## src/rtl/selector_n1_reg.sv

```systemverilog
// selector_n1_reg
// Registered N:1 selector driven by a one-hot choice. A request whose choice
// is not exactly one-hot is rejected and reported. Rejections raise a
// one-cycle pulse, set a sticky flag and bump a saturating 8-bit counter.
//
// Optional feature macro: SELECTOR_HOLD_ON_ERR_EN
//   undefined : a rejected request clears result to zero
//   defined   : a rejected request leaves result unchanged
module selector_n1_reg #(
    parameter int WIDTH = 3,
    parameter int NUM   = 5
) (
    input  logic                   clk,
    input  logic                   rst,
    input  logic [NUM*WIDTH-1:0]   options,
    input  logic [NUM-1:0]         choice,
    input  logic                   sel_valid,
    input  logic                   err_clr,
    output logic [WIDTH-1:0]       result,
    output logic                   result_valid,
    output logic                   choice_err,
    output logic                   err_sticky,
    output logic [7:0]             err_cnt
);

    localparam int IDX_W = (NUM > 1) ? $clog2(NUM) : 1;

    logic             choice_legal;
    logic             req_ok;
    logic             req_bad;
    logic [IDX_W-1:0] sel_idx;
    logic [WIDTH-1:0] opt_arr [NUM];
    logic [WIDTH-1:0] opt_sel;

    // One-hot test: non-zero, and clearing the lowest set bit leaves nothing.
    assign choice_legal = (choice != '0) && ((choice & (choice - NUM'(1))) == '0);
    assign req_ok       = sel_valid && choice_legal;
    assign req_bad      = sel_valid && !choice_legal;

    // Unpack the flat option bus into one entry per option.
    always_comb begin
        for (int k = 0; k < NUM; k++) begin
            opt_arr[k] = options[k*WIDTH +: WIDTH];
        end
    end

    // One-hot to index by OR-ing the indices of set bits. Multi-hot values
    // are rejected before reaching the data path, so no priority is needed.
    always_comb begin
        sel_idx = '0;
        for (int k = 0; k < NUM; k++) begin
            if (choice[k]) begin
                sel_idx = sel_idx | IDX_W'(k);
            end
        end
    end

    // Option mux indexed by the encoded choice.
    always_comb begin
        opt_sel = '0;
        for (int k = 0; k < NUM; k++) begin
            if (sel_idx == IDX_W'(k)) begin
                opt_sel = opt_arr[k];
            end
        end
    end

    // Data path: load result on a legal request; flags are single-cycle.
    always_ff @(posedge clk) begin
        if (rst) begin
            result       <= '0;
            result_valid <= 1'b0;
            choice_err   <= 1'b0;
        end else begin
            result_valid <= 1'b0;
            choice_err   <= 1'b0;
            if (req_ok) begin
                result       <= opt_sel;
                result_valid <= 1'b1;
            end else if (req_bad) begin
`ifdef SELECTOR_HOLD_ON_ERR_EN
                result       <= result;
`else
                result       <= '0;
`endif
                choice_err   <= 1'b1;
            end
        end
    end

    // Error bookkeeping: a new error outranks a simultaneous clear.
    always_ff @(posedge clk) begin
        if (rst) begin
            err_sticky <= 1'b0;
            err_cnt    <= 8'd0;
        end else if (req_bad) begin
            err_sticky <= 1'b1;
            if (err_clr) begin
                err_cnt <= 8'd1;
            end else if (err_cnt != 8'hFF) begin
                err_cnt <= err_cnt + 8'd1;
            end
        end else if (err_clr) begin
            err_sticky <= 1'b0;
            err_cnt    <= 8'd0;
        end
    end

endmodule

```

## config.mk

```make
export PLATFORM = sky130hd
export DESIGN_NAME = selector_n1_reg
export DESIGN_NICKNAME = d
export VERILOG_FILES = /design/src/rtl/selector_n1_reg.sv
export SDC_FILE = /design/constraint.sdc
export NUM_CORES = 1
export LEC_CHECK = 0
export ABC_AREA = 1
export CORE_MARGIN = 2
export CORE_UTILIZATION = 46
export DETAILED_ROUTE_END_ITERATION = 8
export PLACE_DENSITY = 0.81
export SKIP_CTS_REPAIR_TIMING = 1
export SLEW_MARGIN = 20
export SYNTH_ARGS = -nofsm -noshare
export SYNTH_HDL_FRONTEND = slang
export SYNTH_SLANG_ARGS = --single-unit
export TNS_END_PERCENT = 20
```

## constraint.sdc

```tcl
create_clock -name clk -period 2.65 [get_ports clk]
set_input_delay 0.53 -clock clk [delete_from_list [all_inputs] [get_ports clk]]
set_output_delay 0.53 -clock clk [all_outputs]
set_load 0.1 [all_outputs]
```

==> summary.txt, run 1 <==
Yosys
  – Post-synthesis sequential area ratio: 28.75%
  – Ys Warns: 0
  – Number of synthesized register bits: 14
  – Most area-consuming cells after synthesis: dfxtp_1, nand2_1, nand3_1
  – Post-Syn Nets: 184
  – Post-Syn Area: 974.7 um^2
  – Synth cell types: 24
  – Cells after Synth: 159
  – Yosys top cell by area: dfxtp_1
  – Post-synth top area share: 28.75%
  – Syn_area_per_cell: 6.130 um^2

Setup path
  – Maximum fanout along the worst path: 7
  – Critical-path cell list: clkdlybuf4s50_1 -> nor2_1 -> nand3_1 -> nand2_1 -> inv_1 -> nand3_1 -> nand2_1 -> a21oi_1
  – Setup crit start kind: input pin
  – Critical Path Start: choice[1]
  – Critical path class: in -> reg
  – Critical-path top delay cell: clkdlybuf4s50_1
  – Worst Setup End Kind: flop
  – CP Data Required Time: 2.86 ns
  – Worst flop-to-flop path startpoint: err_cnt[0]
  – Critical path's largest stage delay: 0.54 ns
  – Worst EP arrival: 2.07 ns

Timing
  – Final Hold Slack: 0.4717 ns
  – Final hold viol count: 0
  – Fin crit share: 70.30%
  – Final setup skew: 0.01095 ns
  – Final setup violating endpoints: 0
  – Relative slew slack: 64.30%
  – Setup WS post-layout: 0.7870 ns
  – Worst Tran Pin Value: 0.5338 ns
  – Final Max Slew Viols: 0
  – Tmin final: 1.863 ns
  – RSZ-0062 raised after global routing: no
  – Upper clock frequency limit: 536.8 MHz
  – Setup TNS: 0 ns

Clocking
  – Longest Clk Path Bufs: 2
  – CTS H-tree depth: 1
  – Clk sinks: 14
  – Num CTS Buffers: 3
  – Clk_lat worst skew: 0.30 ns
  – Clock transition at the registers of the reported paths: 0.08 ns
  – Root buf cell: clkbuf_4
  – TritonCTS clock tree: yes

Power
  – Gate power share: 26.7%
  – Sequential share of power: 42.4%
  – Pint: 351.1 uW
  – Leakage: 0.5911 nW
  – P_sw: 165.8 uW
  – Tot Pwr: 516.9 uW
  – PwrDens: 376.9 nW/um^2
  – Clock Power Share: 31.0%
  – Switch share: 32.07%
  – Peak supply drop: 431.4 uV

Run
  – # Max-Cap Violations: 0

GRT
  – Gr usage total: 23.58%
  – Vias in the first global route: 1,071
  – Pin count of the biggest net entering global routing: 17
  – Initial antenna violation count: 0
  – First-pass GRT wire length: 4512 um
  – Total global routing overflow: 0

Route
  – Drt first pass iters: 4
  – Via count: 1,168
  – Vias per Instance: 5.191
  – Antenna Nets Post-Route: 0
  – Wirelength, routed: 2645 um
  – Drt drc: 0
  – Initial DRC Count: 30
  – Routed len/inst: 11.76 um

Placement
  – GP Congestion: 0.8636
  – PortBufs: 37
  – Place WS: 0.5237 ns
  – Post-DP HPWL: 2065 um
  – Placed cell count: 221
  – DP Area: 1335 um^2

Outcome
  – Status: complete, no violations

Floorplan
  – Row Count: 16
  – Core Area: 1982 um^2
  – IO Count: 38
  – Initial core utilization: 49.18%
  – DIE AREA: 2503 um^2
  – Die Ht: 50.03 um
  – Die extent in x: 50.03 um

Final layout
  – Layout area overhead: 40.69%
  – Cell Count, Final, Fillers Out: 225
  – Commonest cells after routing, fill and taps aside: nand2_1, nor2_1, nand3_1
  – Fin area: 1371 um^2
  – Final core occ: 69.19%
  – Commonest non-fill, non-tap cell in the layout: nand2_1
  – # diodes: 0
  – Final net count: 224
  – Share of cells above drive strength 1: 15.15%

Worst hold path
  – Worst hold path startpoint: result[0]
  – Hold WC Path Type: reg -> reg
-- cell usage after synthesis --
master and number:
buf_2 1, nand3_4 2, nand3_1 24, nor2_4 1, nor2_1 25, and2_0 1, ha_1 1, dfxtp_1 14
nand2_2 2, or2_2 2, a21oi_1 11, nand2_4 1, a21boi_0 1, inv_1 15, nor2_2 1, inv_2 1
a21oi_2 1, nor3b_1 1, nand4_1 5, or2_1 1, clkbuf_1 1, nand3_2 1, o2111ai_1 1, nand2_1 45
-- logic make-up after synthesis --
kind of cell	synth area share (%)
DFF	28.75
and+or+nand+nor	54.69
adders and majority gates	1.283
AOI/OAI and AO/OA	8.216
buffers and inverters	7.059
-- worst paths after layout --
path | depth (start not counted) | to | slack (ns)
max | 8 | result[1] | 0.79
min | 2 | result[0] | 0.47
max reg2reg | 9 | err_cnt[6] | 1.04
min reg2reg | 2 | result[0] | 0.47
-- final cells by class --
class,instances,area [um^2]
inverter,16,60.06
sequential,14,280.3
timing repair buffer,37,335.3
fill,177,610.6
tap,27,33.78
multi-input combinational,127,625.6
clock buffer,4,36.28
-- power by group through the flow --
stage / combinational, mW / sequential (mW) / clock (mW)
6_report: 0.138 / 0.219 / 0.160
5_1_grt: 0.148 / 0.219 / 0.170
4_1_cts: 0.138 / 0.219 / 0.164
3_5_place_dp: 0.138 / 0.224 / 0
3_3_place_gp: 0.135 / 0.223 / 0
2_1_floorplan: 0.0462 / 0.257 / 0
-- critical path: cells and delay by family --
| family | cells | cell delay (ns) |
|---|---|---|
| AO/OA/AOI/OAI | 1 | 0.13 |
| buffers and inverters | 2 | 0.58 |
| AND/OR/NAND/NOR | 5 | 0.83 |
-- routing by layer --
layer | global-route usage, % | wire length (um) | vias up
met3 | 5.758 | 151 | 7
li1 | - | - | 600
met4 | 9.722 | 53 | 0
met5 | 0 | 0 | -
met2 | 40.57 | 1302 | 38
met1 | 27.51 | 1138 | 523
-- state kept, by name, indices dropped and copies added, names as in the netlist --
| name | count |
|---|---|
| result_valid | 1 |
| err_sticky | 1 |
| choice_err | 1 |
| result | 3 |
| err_cnt | 8 |
Power figures use the tool's default switching activity.
==> run 2: changes to the inputs <==
CORE_UTILIZATION = 43   (was 46)
PLACE_DENSITY = 0.76   (was 0.81)
clock period = 1.9 ns   (was 2.65 ns; I/O delays follow)
==> run 2 against run 1 <==
Clock skew shrank 0.0049 ns. Final area grew 9.6%. Sequential power grew 40%. Combinational power grew 48%. Clock-buffer cell count is the same. Non-clock buffer count grew 5. Largest power group unchanged.
==> summary.txt, run 2 (synthesis results as in run 1) <==
Outcome
  – Status: complete, no violations

Placement
  – PortBufs: 37 (unchanged)
  – Post-DP HPWL: 2095 um (+1.4%)
  – GP Congestion: 0.8533 (-1.2%)

Route
  – Routed len/inst: 11.20 um (-4.7%)
  – Antenna Nets Post-Route: 0 (unchanged)
  – Initial DRC Count: 24 (-20%)
  – Vias per Instance: 5.009 (-3.5%)
  – Drt drc: 0 (unchanged)
  – Via count: 1,157 (-0.94%)
  – Drt first pass iters: 4 (unchanged)
  – Wirelength, routed: 2588 um (-2.2%)

Setup path
  – Worst Setup End Kind: flop
  – CP Data Required Time: 2.10 ns (-0.76 ns)
  – Worst EP arrival: 1.76 ns (-0.31 ns)
  – Setup crit start kind: input pin
  – Maximum fanout along the worst path: 6 (-1)
  – Reg2reg path depth: 9 (unchanged)
  – Critical path class: in -> reg

Worst hold path
  – Hold WC Path Type: reg -> reg
  – WHS Path Cells: 2 (unchanged)

Final layout
  – # diodes: 0 (unchanged)
  – Max FFs per register: 8 (unchanged)
  – Commonest cells after routing, fill and taps aside: nand2_1, nor2_1, nand3_1
  – Fillers: 181 (+2.3%)
  – Biggest register: err_cnt
  – Commonest non-fill, non-tap cell in the layout: nand2_1
  – Share of cells above drive strength 1: 19.21% (+4.1 points)
  – Biggest regs: err_cnt x8, result x3
  – Final core occ: 69.26% (+0.070 points)
  – Layout area overhead: 54.17%
  – Final net count: 229 (+2.2%)

GRT
  – Pin count of the biggest net entering global routing: 15 (-2)
  – Initial antenna violation count: 0 (unchanged)
  – Vias in the first global route: 1,067 (-0.37%)
  – Total global routing overflow: 0 (unchanged)
  – First-pass GRT wire length: 4388 um (-2.7%)
  – Gr usage total: 21.43% (-2.1 points)

Timing
  – RSZ-0062 raised after global routing: no
  – Upper clock frequency limit: 639.6 MHz
  – Final Hold Slack: 0.4714 ns (-0.0002640 ns)
  – Final Max Slew Viols: 0 (unchanged)
  – Fin crit share: 82.29%
  – Setup TNS: 0 ns (unchanged)
  – Final hold viol count: 0 (unchanged)
  – Worst Tran Pin Value: 0.5053 ns (-0.02856 ns)
  – Final setup violating endpoints: 0 (unchanged)
  – Final setup skew: 0.006032 ns (-0.004915 ns)
  – Tmin final: 1.563 ns
  – Relative slew slack: 66.21% (+1.9 points)

Floorplan
  – Die extent in x: 51.61 um (+3.2%)
  – Core Area: 2170 um^2 (+9.5%)
  – IO Count: 38 (unchanged)
  – Initial core utilization: 44.93% (-4.3 points)
  – Die Ht: 51.61 um (+3.2%)
  – DIE AREA: 2664 um^2 (+6.4%)
  – Row Count: 17 (+1)

Power
  – Peak supply drop: 382.8 uV (-11%)
  – Leakage: 0.6371 nW (+7.8%)
  – Tot Pwr: 728.3 uW (+41%)
  – PwrDens: 484.7 nW/um^2 (+29%)

Clocking
  – Clock transition at the registers of the reported paths: 0.09 ns (about the same)
  – Clk sinks: 14 (unchanged)
  – Num CTS Buffers: 3 (unchanged)
  – Root buf cell: clkbuf_4
  – Longest Clk Path Bufs: 2 (unchanged)
  – CTS H-tree depth: 1 (unchanged)
  – TritonCTS clock tree: yes
  – Clk_lat worst skew: 0.28 ns (-0.02 ns)

Run
  – # Max-Cap Violations: 0 (unchanged)
-- run 2: path summary, 6_finish.rpt --
check / endpoint / from / slack [ns]
min: err_sticky / err_sticky / 0.47
min reg2reg: err_sticky / err_sticky / 0.47
max: result[0] / choice[2] / 0.34
max reg2reg: err_cnt[6] / err_cnt[0] / 0.41
-- run 2: routing by layer --
layer / GRT usage [%] / vias up / wire length [um] / share of wire [%]
met3: 3.161 / 4 / 98 / 3.8
met5: 0 / - / 0 / 0
li1: - / 607 / - / -
met2: 39.10 / 29 / 1251 / 48
met4: 7.018 / 0 / 35 / 1.4
met1: 25.49 / 517 / 1203 / 46
-- run 2: per-stage QoR --
step           area [um^2]  std cells  setup slack [ns]
2_1_floorplan        979.7        159           0.05494
6_report              1503        231            0.3366
4_1_cts               1503        231            0.3378
5_1_grt               1503        231            0.1956
3_3_place_gp          1466        227           0.08870
3_5_place_dp          1466        227           0.04623
-- run 2: report_power, final --
group | leakage, nW | internal [mW] | switching [mW] | total, mW
clock network | 0.0210 | 0.116 | 0.101 | 0.218
logic | 0.501 | 0.0835 | 0.121 | 0.204
registers | 0.115 | 0.300 | 0.00624 | 0.307
-- run 2: critical path: stages --
cell and delay [ns]:
clkdlybuf4s50_1 0.48, nor2_4 0.20, buf_4 0.16, nand2_1 0.05
nor2_1 0.12, nand2_1 0.07, nand2_1 0.07, nor2_1 0.04
nand2_1 0.05, nand2_1 0.05, a21oi_1 0.12
-- run 2: layout make-up --
type	instances	area, um^2	share of cell area (%)
sequential	14	285.3	18.98
inverter	16	60.06	3.997
multi-input combinational	127	625.6	41.63
timing repair buffer	42	460.4	30.64
tap	28	35.03	2.331
clock buffer	4	36.28	2.415
